`config.mk`:
```
export PLATFORM = sky130hd
export DESIGN_NAME = lzw_encoder_ctrl
export DESIGN_NICKNAME = d
export VERILOG_FILES = /design/src/rtl/lzw_pkg.sv /design/src/rtl/lzw_hash.sv /design/src/rtl/lzw_encoder_ctrl.sv
export SDC_FILE = /design/constraint.sdc
export NUM_CORES = 1
export LEC_CHECK = 0
export BUFFER_PORTS_ARGS = -buffer_cell sky130_fd_sc_hd__buf_2
export CAP_MARGIN = 20
export CELL_PAD_IN_SITES_DETAIL_PLACEMENT = 1
export CELL_PAD_IN_SITES_GLOBAL_PLACEMENT = 2
export CORE_UTILIZATION = 32
export CTS_CLUSTER_DIAMETER = 30
export DETAILED_ROUTE_END_ITERATION = 7
export GPL_TIMING_DRIVEN = 0
export HOLD_SLACK_MARGIN = 0.02
export PLACE_DENSITY_LB_ADDON = 0.1
export SETUP_SLACK_MARGIN = 0.4
export SYNTH_ARGS = -nofsm -noshare
export SYNTH_HDL_FRONTEND = slang
export SYNTH_SLANG_ARGS = --single-unit
```
`constraint.sdc`:
```
create_clock -name clk -period 5.25 [get_ports clk]
set_input_delay 0.7875 -clock clk [delete_from_list [all_inputs] [get_ports clk]]
set_output_delay 0.7875 -clock clk [all_outputs]
set_load 0.02 [all_outputs]
```
`src/rtl/lzw_pkg.sv`:
```
// lzw_pkg: shared definitions for the LZW encoder front end.
//   - Dictionary geometry (address/code width, word width, depth, first
//     free code).
//   - code_t / dict_word_t typedefs and the controller state enum.
//   - The dictionary hash and the linear-probe address step.
package lzw_pkg;

  localparam int ADDR_WIDTH      = 11;
  localparam int DATA_WIDTH      = 64;
  localparam int FIRST_FREE_CODE = 256;
  localparam int DICT_DEPTH      = 2048;
  // Hashes below FIRST_FREE_CODE are folded into the top of the table so
  // that probing never touches the region reserved for single-byte codes.
  localparam int HASH_FOLD_BASE  = DICT_DEPTH - FIRST_FREE_CODE;

  typedef logic [ADDR_WIDTH-1:0] code_t;
  typedef logic [DATA_WIDTH-1:0] dict_word_t;

  typedef enum logic [2:0] {
    ST_IDLE,
    ST_RD,
    ST_CHK,
    ST_EMIT,
    ST_INS,
    ST_RESTART,
    ST_LASTCHK,
    ST_FLUSH
  } state_t;

  // XOR-fold of the 64-bit string word into 11 bits; the top chunk is only
  // 9 bits wide and is zero-extended.
  function automatic code_t lzw_hash_addr(input dict_word_t t);
    code_t h;
    h = t[10:0] ^ t[21:11] ^ t[32:22] ^ t[43:33] ^ t[54:44] ^ {2'b00, t[63:55]};
    if (h < code_t'(FIRST_FREE_CODE)) begin
      return h + code_t'(HASH_FOLD_BASE);
    end
    return h;
  endfunction

  // Next probe address; wraps from the last entry back to the first
  // dynamically assigned entry.
  function automatic code_t lzw_probe_step(input code_t a);
    if (a == code_t'(DICT_DEPTH - 1)) begin
      return code_t'(FIRST_FREE_CODE);
    end
    return a + code_t'(1);
  endfunction

endpackage

```
`src/rtl/lzw_hash.sv`:
```
// lzw_hash: combinational start address for a dictionary probe.
//   word : candidate string word {len, bytes}
//   addr : first dictionary address to probe (always >= 256)
module lzw_hash
  import lzw_pkg::*;
(
  input  dict_word_t word,
  output code_t      addr
);

  assign addr = lzw_hash_addr(word);

endmodule

```
`src/rtl/lzw_encoder_ctrl.sv`:
```
// lzw_encoder_ctrl: LZW compression controller in front of the dictionary RAM.
//   byte_in/byte_valid/byte_last/byte_ready : input byte stream (valid/ready)
//   code_out/code_valid/code_last/code_ready : 11-bit output code stream
//   dict_addr/dict_data/dict_cs/dict_we     : dictionary command (read: addr
//                                             held two cycles, data sampled in
//                                             the second; write: one cycle)
//   dict_valid/dict_rdata/dict_map          : dictionary read response
//   dict_count                              : next code the RAM will assign;
//                                             zero means the table is full
module lzw_encoder_ctrl
  import lzw_pkg::*;
#(
  parameter int MAX_LEN   = 7,
  parameter int MAX_PROBE = 8
) (
  input  logic                  clk,
  input  logic                  rst,
  input  logic [7:0]            byte_in,
  input  logic                  byte_valid,
  input  logic                  byte_last,
  output logic                  byte_ready,
  output logic [ADDR_WIDTH-1:0] code_out,
  output logic                  code_valid,
  output logic                  code_last,
  input  logic                  code_ready,
  output logic [ADDR_WIDTH-1:0] dict_addr,
  output logic [DATA_WIDTH-1:0] dict_data,
  output logic                  dict_cs,
  output logic                  dict_we,
  input  logic                  dict_valid,
  input  logic [DATA_WIDTH-1:0] dict_rdata,
  input  logic [ADDR_WIDTH-1:0] dict_map,
  input  logic [ADDR_WIDTH-1:0] dict_count
);

  state_t     state_reg, state_next;
  dict_word_t s_reg, s_next;        // current matched string
  dict_word_t t_reg, t_next;        // candidate (string + new byte)
  code_t      c_reg, c_next;        // code of the current string
  code_t      addr_reg, addr_next;  // probe / insert address
  logic [3:0] probe_reg, probe_next;
  logic [7:0] b_reg, b_next;        // byte being consumed
  logic       last_reg, last_next;  // that byte closed the stream
  logic       free_reg, free_next;  // addr_reg is an empty slot for insert
  // Keeps byte_ready low while reset is applied so every output reads 0,
  // even though IDLE is the reset state.
  logic       armed_reg;

  logic [7:0] len;
  dict_word_t cand;
  code_t      hash_addr;
  logic       dict_full;

  assign len       = s_reg[63:56];
  assign cand      = {len + 8'd1, s_reg[47:0], byte_in};
  assign dict_full = (dict_count == '0);

  lzw_hash u_hash (
    .word (cand),
    .addr (hash_addr)
  );

  always_ff @(posedge clk or posedge rst) begin
    if (rst) begin
      state_reg <= ST_IDLE;
      s_reg     <= '0;
      t_reg     <= '0;
      c_reg     <= '0;
      addr_reg  <= '0;
      probe_reg <= '0;
      b_reg     <= '0;
      last_reg  <= 1'b0;
      free_reg  <= 1'b0;
      armed_reg <= 1'b0;
    end else begin
      state_reg <= state_next;
      s_reg     <= s_next;
      t_reg     <= t_next;
      c_reg     <= c_next;
      addr_reg  <= addr_next;
      probe_reg <= probe_next;
      b_reg     <= b_next;
      last_reg  <= last_next;
      free_reg  <= free_next;
      armed_reg <= 1'b1;
    end
  end

  always_comb begin
    state_next = state_reg;
    s_next     = s_reg;
    t_next     = t_reg;
    c_next     = c_reg;
    addr_next  = addr_reg;
    probe_next = probe_reg;
    b_next     = b_reg;
    last_next  = last_reg;
    free_next  = free_reg;

    byte_ready = 1'b0;
    code_out   = '0;
    code_valid = 1'b0;
    code_last  = 1'b0;
    dict_addr  = '0;
    dict_data  = '0;
    dict_cs    = 1'b0;
    dict_we    = 1'b0;

    case (state_reg)
      ST_IDLE: begin
        byte_ready = armed_reg;
        if (armed_reg && byte_valid) begin
          b_next    = byte_in;
          last_next = byte_last;
          if (len == 8'd0) begin
            // Single-byte strings are implicit: code is the byte itself.
            s_next     = {8'd1, 48'd0, byte_in};
            c_next     = {3'b000, byte_in};
            state_next = ST_LASTCHK;
          end else if (len >= 8'(MAX_LEN)) begin
            // Cannot grow further: emit without probing or inserting.
            free_next  = 1'b0;
            state_next = ST_EMIT;
          end else begin
            t_next     = cand;
            addr_next  = hash_addr;
            probe_next = '0;
            state_next = ST_RD;
          end
        end
      end

      ST_RD: begin
        dict_addr  = addr_reg;
        dict_cs    = 1'b1;
        state_next = ST_CHK;
      end

      ST_CHK: begin
        dict_addr = addr_reg;
        dict_cs   = 1'b1;
        if (dict_valid) begin
          if (dict_rdata == t_reg) begin
            s_next     = t_reg;
            c_next     = dict_map;
            state_next = ST_LASTCHK;
          end else if (probe_reg < 4'(MAX_PROBE - 1)) begin
            probe_next = probe_reg + 4'd1;
            addr_next  = lzw_probe_step(addr_reg);
            state_next = ST_RD;
          end else begin
            free_next  = 1'b0;
            state_next = ST_EMIT;
          end
        end else begin
          free_next  = 1'b1;
          state_next = ST_EMIT;
        end
      end

      ST_EMIT: begin
        code_out   = c_reg;
        code_valid = 1'b1;
        if (code_ready) begin
          state_next = (free_reg && !dict_full) ? ST_INS : ST_RESTART;
        end
      end

      ST_INS: begin
        dict_addr  = addr_reg;
        dict_data  = t_reg;
        dict_cs    = 1'b1;
        dict_we    = 1'b1;
        state_next = ST_RESTART;
      end

      ST_RESTART: begin
        s_next     = {8'd1, 48'd0, b_reg};
        c_next     = {3'b000, b_reg};
        state_next = ST_LASTCHK;
      end

      ST_LASTCHK: begin
        state_next = last_reg ? ST_FLUSH : ST_IDLE;
      end

      ST_FLUSH: begin
        code_out   = c_reg;
        code_valid = 1'b1;
        code_last  = 1'b1;
        if (code_ready) begin
          s_next     = '0;
          state_next = ST_IDLE;
        end
      end

      default: state_next = ST_IDLE;
    endcase
  end

endmodule

```
; ---- Word-level counts from Yosys, hierarchy flattened
; Cells that the tools add are included.
[op_classes]
n_eq_ne = 22
shifts = 0
n_div = 0
order_cmp = 3
n_reduce_logical = 18
n_mux = 61
bitwise = 7
addsub = 4
mul = 0
[ops]
columns = op, n
row1 = $mux 64, 6
row2 = $pmux 64 s4, 1
row3 = $mux 11, 16
row4 = $eq 64x64->1, 1
row5 = $xor 11x11->11, 4
row6 = $pmux 11 s3, 1
row7 = $mux 4, 6
row8 = $pmux 3 s8, 1
row9 = $ne 2x2->1 const B, 11
row10 = $pmux 11 s2, 1
row11 = $mux 3, 7
row12 = $mux 1, 18
row13 = $eq 3x3->1 const B, 4
row14 = $reduce_and 6->1, 2
row15 = $add 11x1->11 const B, 1
row16 = $add 11x11->11 const B, 1
row17 = $eq 11x11->1 const B, 1
row18 = $logic_not 11->1, 1
row19 = $lt 11x9->1 const B, 1
row20 = $xor 11x9->11, 1
row21 = $add 8x1->8 const B, 1
row22 = $ge 8x3->1 const B, 1
row23 = $logic_not 8->1, 1
row24 = $pmux 4 s2, 1
row25 = 21 further kinds, 26
[word_totals]
elab_cells = 125
inputBits = 100
mem_bits_rw = 0
rom_bits = 0
out_inout_bits = 91
reg_bits = 168
mem_count = 0
latch_bits = 0

; ---- Longest topological paths before layout
; Gate-level depths: netlist (run 1).
[logic_depth]
depth_word = 12
mapped_depth = 10
ltp_nobuf = 9

; ---- Modules after synthesis
; Synthesis (run 1) repeated with hierarchy kept, for this count alone.
[unflattened]
hier_cells = 869
area_unflattened_um2 = 9071.2
[modules_own_cells]
columns = module, area_each_um2, seq_area_each_um2, n_inst, cells_per_inst
row1 = lzw_encoder_ctrl, 8534.4, 4003.8, 1, 813
row2 = lzw_hash, 536.8, 0.0, 1, 56

; ---- Worst setup path after synthesis (run 1)
; Ideal clock, no wire load.
[synth_timing]
path_kind = input-to-reg
from = input byte_valid
to = register t_reg[16]
setup_ns = 0.125
required_ns = 5.125
stages = 7
setup_slack_ns = 2.666
n_path_buf = 3
arrival_ns = 2.460
path_cell_list = nand2_1 > nor3_2 > and3_1 > clkbuf_1 > buf_2 > buf_2 > mux2_2
[synth_between]
elab_chain_len = 2
[synth_lines]
columns = item, line_no
row1 = start: declaration, lzw_encoder_ctrl.sv:19  ; input logic byte_valid,
row2 = $logic_and 1x1->1, lzw_encoder_ctrl.sv:112  ; if (armed_reg && byte_valid) begin
row3 = $reduce_and 4->1 (no source line), -
row4 = end signal: assignment, lzw_encoder_ctrl.sv:78  ; t_reg <= t_next;
row5 = end: declaration, lzw_encoder_ctrl.sv:38  ; dict_word_t t_reg, t_next;
; No other way between the ends.
; A chain may end at the register's enable or synchronous reset.

; ---- Worst setup path after layout (run 1)
[layout_timing]
from = input dict_rdata[48]
to = register c_reg[9]
[layout_between]
elab_chain_len = 3
[layout_lines]
columns = item, line_no
row1 = start: declaration, lzw_encoder_ctrl.sv:31  ; input logic [DATA_WIDTH-1:0] dict_rdata,
row2 = $eq 64x64->1, lzw_encoder_ctrl.sv:143  ; if (dict_rdata == t_reg) begin
row3 = $ne 2x2->1 (no source line), -
row4 = $reduce_and 5->1 (no source line), -
row5 = end signal: assignment, lzw_encoder_ctrl.sv:79  ; c_reg <= c_next;
row6 = end: declaration, lzw_encoder_ctrl.sv:39  ; code_t c_reg, c_next;
; No other way between the ends.

==> results of run 1 <==
[per-stage QoR]
stage          setup WS, ns  cells  hold WS [ns]  cell area (um2)
6_report             0.8814   1471        0.5026            11240
2_1_floorplan         2.434    875        0.4591             9175
5_1_grt              0.8813   1471        0.5164            11240
3_5_place_dp         0.5925   1439        0.4869            10640
4_1_cts               1.029   1471        0.5046            11240
3_3_place_gp         0.6064   1435        0.4767            10560
[layer usage]
| layer | part of all wire | track usage |
|---|---|---|
| met5 | 0 | 0 |
| met4 | 0.025 | 0.07453 |
| met3 | 0.039 | 0.03705 |
| met2 | 0.46 | 0.3784 |
| met1 | 0.47 | 0.3231 |
[power groups by stage]
| stage | Sequential, mW | Combinational (mW) | Clock, mW |
|---|---|---|---|
| after floorplan | 1.66 | 1.67 | 0 |
| after global placement | 1.78 | 2.41 | 0 |
| after detailed placement | 1.79 | 2.43 | 0 |
| after CTS | 1.76 | 2.44 | 1.28 |
| after global routing | 1.80 | 2.65 | 1.32 |
| final | 1.76 | 2.42 | 1.25 |
[cell families (layout without fill, tap and decap cells)]
kind of cell	Yosys count	count (layout)	share of synthesized area
AND/OR/NAND/NOR	249	249	0.1512
AO/OA/AOI/OAI	174	174	0.1438
flip-flops	160	160	0.4366
XOR/XNOR	121	121	0.1201
multiplexers	87	87	0.1064
buffers and inverters	78	296	0.03479
adder cells (fa/ha/maj)	5	5	0.006821
other	1	1	0.0004089
[cells in the final DEF, fill, tap and decap left out, types with 6 or more instances in the layout]
| cell | instances |
|---|---|
| buf_2 | 191 |
| dfrtp_1 | 160 |
| xnor2_1 | 108 |
| mux2_2 | 84 |
| and2_1 | 69 |
| a22o_1 | 62 |
| clkbuf_1 | 48 |
| nand2_1 | 39 |
| nor2_1 | 29 |
| o21ai_0 | 27 |
| nor2b_1 | 22 |
| nand4_1 | 22 |
| a22oi_1 | 17 |
| clkbuf_16 | 17 |
| and3_1 | 14 |
| a21oi_1 | 14 |
| nand3_1 | 14 |
| inv_1 | 13 |
| a31oi_1 | 13 |
| nor3_1 | 11 |
| xor2_1 | 10 |
| nand3b_1 | 9 |
| o211ai_1 | 7 |
| nor4_1 | 6 |
| clkinv_8 | 6 |
[how the worst max path moves through the flow]
stage | depth (start not counted) | endpoint
2_1_floorplan | 1 | addr_reg[0]
3_3_place_gp | 8 | s_reg[43]
3_5_place_dp | 8 | c_reg[9]
4_1_cts | 8 | c_reg[9]
5_1_grt | 7 | c_reg[9]
6_report | 8 | c_reg[9]
[final cells by class]
cell class | instances | area share
Timing Repair Buffer | 186 | 0.08816
Buffer | 64 | 0.02371
Clock buffer | 17 | 0.03784
Multi-Input combinational cell | 637 | 0.4313
Inverter | 14 | 0.005009
Sequential cell | 160 | 0.3562
Tap cell | 378 | 0.04207
Clock inverter | 15 | 0.01569
[synthesized netlist by cell type, types with 9 or more instances]
library cell,instances
a21oi_1,14
a22o_1,62
a22oi_1,17
a31oi_1,13
and2_1,69
and3_1,14
buf_2,9
clkbuf_1,48
dfrtp_1,160
inv_1,14
mux2_2,84
nand2_1,39
nand3_1,14
nand3b_1,9
nand4_1,22
nor2_1,29
nor2b_1,22
nor3_1,11
o21ai_0,27
xnor2_1,108
xor2_1,10
==> run metrics, run 1 <==
Clock power frac=0.231; CTS tree=done; minimum clock period=4.369 ns; Relative slew margins=0.2702; Post-Syn Area=9171 um2; Slew @ Worst Pin=1.085 ns; boundary pin count=191; static leakage=5.171 nW; internal power component=3.042 mW; Critical path buffers and inverters=2; Die W=171.3 um; Post-CTS Setup Bufs=0; Die Y=171.3 um; Syn Inst Count=875; FILL cells=3210; RD Place Congestion=0.7677; layout cells sized above 1=0.2946; Cell Chain, Critical Path=buf_2 > xnor2_1 > nand4_1 > nor4_1 > nand4_1 > nor3_1 > clkbuf_1 > a22o_1; initial core utilization=0.3274; RR Endpoint=c_reg[9]; Synthesis Warnings=0; initial antenna violation count=1; WL/cell=22.78 um; vias=7585; max-capacitance violation count=0; reg2reg start=t_reg[48]; hpwl dp=26.04 mm; Layout Nets=1185; worst hold path class=register to register; Die ar.=29340 um2; R2R cell count=7; Post-synth EDFFs=0; global routing usage summed across all routing layers=0.2354; maximum vdd drop=245.9 uV; dominant cells by area after synthesis=dfrtp_1, mux2_2, xnor2_1; hold buffers post-CTS=0; hold depth=1; sequential power share=0.324; Fmax=228.9 MHz; final period utilization=0.8321; vias in the first global route=7739; diodes inserted=0; Initial DRC Count=406; Setup TNS=0 ns; register area=4004 um2; Hold Startpoint=c_reg[3]; critical path's top delay family=simple AND/OR/NAND/NOR gates; CTS root buf=clkbuf_16; number of port buffers=182; worst reg-to-reg setup slack=0.90 ns; core outline area=28010 um2; status=finished clean; Power Density=483.5 nW/um2; crit path from=dict_rdata[48]; Core Rows=61; WHS Endpoint=c_reg[3]; clock sink count=160; Syn Nets=980; asr flop ratio synth=1.000; Sw Pwr=2.393 mW; Final ANT Viol Nets=0; Yosys top cell by area=dfrtp_1; top_reg_cell synth=dfrtp_1; first-pass GRT wire length=50.24 mm; max FFs per register=64; largest net degree at the start of global routing=37; total gr overflow=0; Clock Tree Buf Depth=2; worst-path fanout max=10; DRC errors left=0; CTS Buf Count=17; CP arrival=4.73 ns; Seq/Total Area, Yosys=0.4366; Clock Skews=0.01294 ns; Via-to-Cell Ratio=5.156; syn_area_per_cell=10.48 um2; Gate power share=0.446; Worst path most repeated cell=nand4_1; RSZ-0062 raised after global routing=no; Area Growth Syn to Fin=22.57%; CP max-delay cell=nor4_1; Synth top area share=0.4366; clock-pin slew on the worst setup and hold paths=0.07 ns; Worst EP required=5.61 ns; worst skew pair latency=0.43 ns; Post-CTS Resized=0; final design utilization=0.4013; #FFs+latches synth=160; H-tree depth=4; Crit. End Element=register; slowest stage delay, CP=0.95 ns; total routed wirelength=33.51 mm; Hold Fails Final Rpt=0; Tot Pwr=5.435 mW; Setup violations, final=0; CP Launch Type=input pin; TritonRoute pass-1 iters=4; switching power share of the total=0.4402; Netlist cell types=59; area of the multi-input gates=4848 um2; Slew Limit Fails=0; CP Class=input pin to register
Power figures use the tool's default switching activity.
==> run 2: changes to the inputs <==
Clock period 5.25 ns to 3.55 ns, I/O delays scaled along.
==> run 2 against run 1 <==
  * Critical path depth is 1 lower
  * Setup slack got worse by 0.32 ns
  * Count of clock-buffer cells in the layout unchanged
  * Sequential share of layout area shrank 0.43 points
  * Die area unchanged
  * Critical path type is now register to register
  * Largest power group unchanged
==> run metrics, run 2 (synthesis results as in run 1) <==
DRC errors left=0 (unchanged); core outline area=28010 um2 (unchanged); Area Growth Syn to Fin=24.05%; total routed wirelength=33.43 mm (-0.26%); RD Place Congestion=0.7677 (unchanged); Core Rows=61 (unchanged); initial core utilization=0.3274 (unchanged); worst setup margin=0.5564 ns (-0.3250 ns); diodes inserted=0 (unchanged); Layout Nets=1186 (+0.084%); Clock Tree Buf Depth=2 (unchanged); Tot Pwr=8.079 mW (+49%); RSZ-0062 raised after global routing=no; Initial DRC Count=379 (-6.7%); CP arrival=3.32 ns (-1.41 ns); hold buffers post-CTS=0 (unchanged); maximum vdd drop=364.6 uV (+48%); Slew Limit Fails=0 (unchanged); worst hold path class=input pin to asynchronous set/reset pin; Crit. End Element=register; Hold Fails Final Rpt=0 (unchanged); Setup TNS=0 ns (unchanged); worst skew pair latency=0.43 ns (about the same); Power Density=710.1 nW/um2 (+47%); vias in the first global route=7750 (+0.14%); global routing usage summed across all routing layers=0.2355 (about the same); TritonRoute pass-1 iters=4 (unchanged); first-pass GRT wire length=50.24 mm (unchanged); static leakage=5.289 nW (+2.3%); clock sink count=160 (unchanged); Die ar.=29340 um2 (unchanged); Fmax=334.0 MHz; crit path from=s_reg[60]; commonest non-fill, non-tap cell in the layout=buf_2; total gr overflow=0 (unchanged); Relative slew margins=0.4270 (+0.1569); vias=7612 (+0.36%); Setup violations, final=0 (unchanged); H-tree depth=4 (unchanged); worst-path fanout max=10 (unchanged); status=finished clean; CP Class=register to register; reg2reg start=s_reg[60]; clock-pin slew on the worst setup and hold paths=0.08 ns (about the same); largest net degree at the start of global routing=37 (unchanged); minimum clock period=2.994 ns; CTS root buf=clkbuf_16; pre-CTS setup slack=-0.8525 ns (-1.445 ns); Slew @ Worst Pin=0.8483 ns (-0.2365 ns); Final ANT Viol Nets=0 (unchanged); CP Launch Type=register; layout cells sized above 1=0.3236 (+0.02898); number of port buffers=182 (unchanged); max FFs per register=64 (unchanged); final design utilization=0.4062 (+0.004869); Die Y=171.3 um (unchanged); Worst EP required=3.87 ns (-1.74 ns); initial antenna violation count=1 (unchanged); max-capacitance violation count=0 (unchanged); hpwl dp=26.04 mm (unchanged); Clock Skews=0.01520 ns (+0.002264 ns); final period utilization=0.8433; Via-to-Cell Ratio=5.171 (+0.29%); CTS Buf Count=17 (unchanged); most frequent cells in the layout=buf_2, dfrtp_1, xnor2_1, mux2_2, and2_1; WL/cell=22.71 um (-0.33%); boundary pin count=191 (unchanged); Die W=171.3 um (unchanged); CTS tree=done
[run 2: changes by cell type in the layout (fill, tap and decap cells not counted), sizes merged]
| cell | delta |
|---|---|
| buf | +1 |
[run 2: layout make-up]
| type | instances | area, um2 |
|---|---|---|
| timing repair buffer | 187 | 998.5 |
| sequential | 160 | 4004 |
| fill | 3198 | 16630 |
| buffer | 64 | 294.0 |
| multi-input combinational | 637 | 4950 |
| clock inverter | 15 | 176.4 |
| tap | 378 | 473.0 |
| inverter | 14 | 56.30 |
| clock buffer | 17 | 425.4 |
[run 2: worst max-delay path, cell delays in order, from the launching register on]
cell and delay [ns]:
dfrtp_1 0.45, or4_4 0.62, a211oi_1 0.33, and3_1 0.21, clkbuf_1 0.23, buf_2 0.31
buf_2 0.34, mux2_2 0.38
[run 2: repair_timing]
action                                  CTS  global route
cloned                                    0             0
buffers inserted                          1             0
gates resized for setup                  23            18
pin swaps                                 1             0
endpoints found under the setup margin  176           144
[run 2: final timing paths]
| kind | to | slack, ns | cells after the start |
|---|---|---|---|
| setup / recovery | t_reg[32] | 0.56 | 7 |
| setup reg to reg | t_reg[32] | 0.56 | 7 |
| hold / removal | t_reg[11] | 0.26 | 2 |
| hold reg to reg | c_reg[3] | 0.50 | 1 |
| min in group clk | c_reg[8] | 0.33 | 2 |
| max in group asynchronous | t_reg[59] | 2.40 | 4 |
[run 2: stage by stage]
stage	instances	hold WS [ns]	cell area, um2
finish	1472	0.2582	11380
global route	1472	0.3125	11380
CTS	1472	0.2719	11320
detailed placement	1439	0.4869	10640
global placement	1435	0.4767	10560
floorplan	875	0.4591	9175
[run 2: where the power goes]
part | total (mW) | switching (mW) | internal [mW]
logic | 3.63 | 2.21 | 1.42
clock network | 1.84 | 0.898 | 0.946
registers | 2.61 | 0.431 | 2.18
total | 8.08 | 3.54 | 4.54
[run 2: routing by layer]
metal	global-route usage	part of all wire	wire length (um)
met1	0.3217	0.47	15610
met2	0.3816	0.47	15710
met3	0.03843	0.040	1343
met4	0.07026	0.023	767
met5	0	0	0
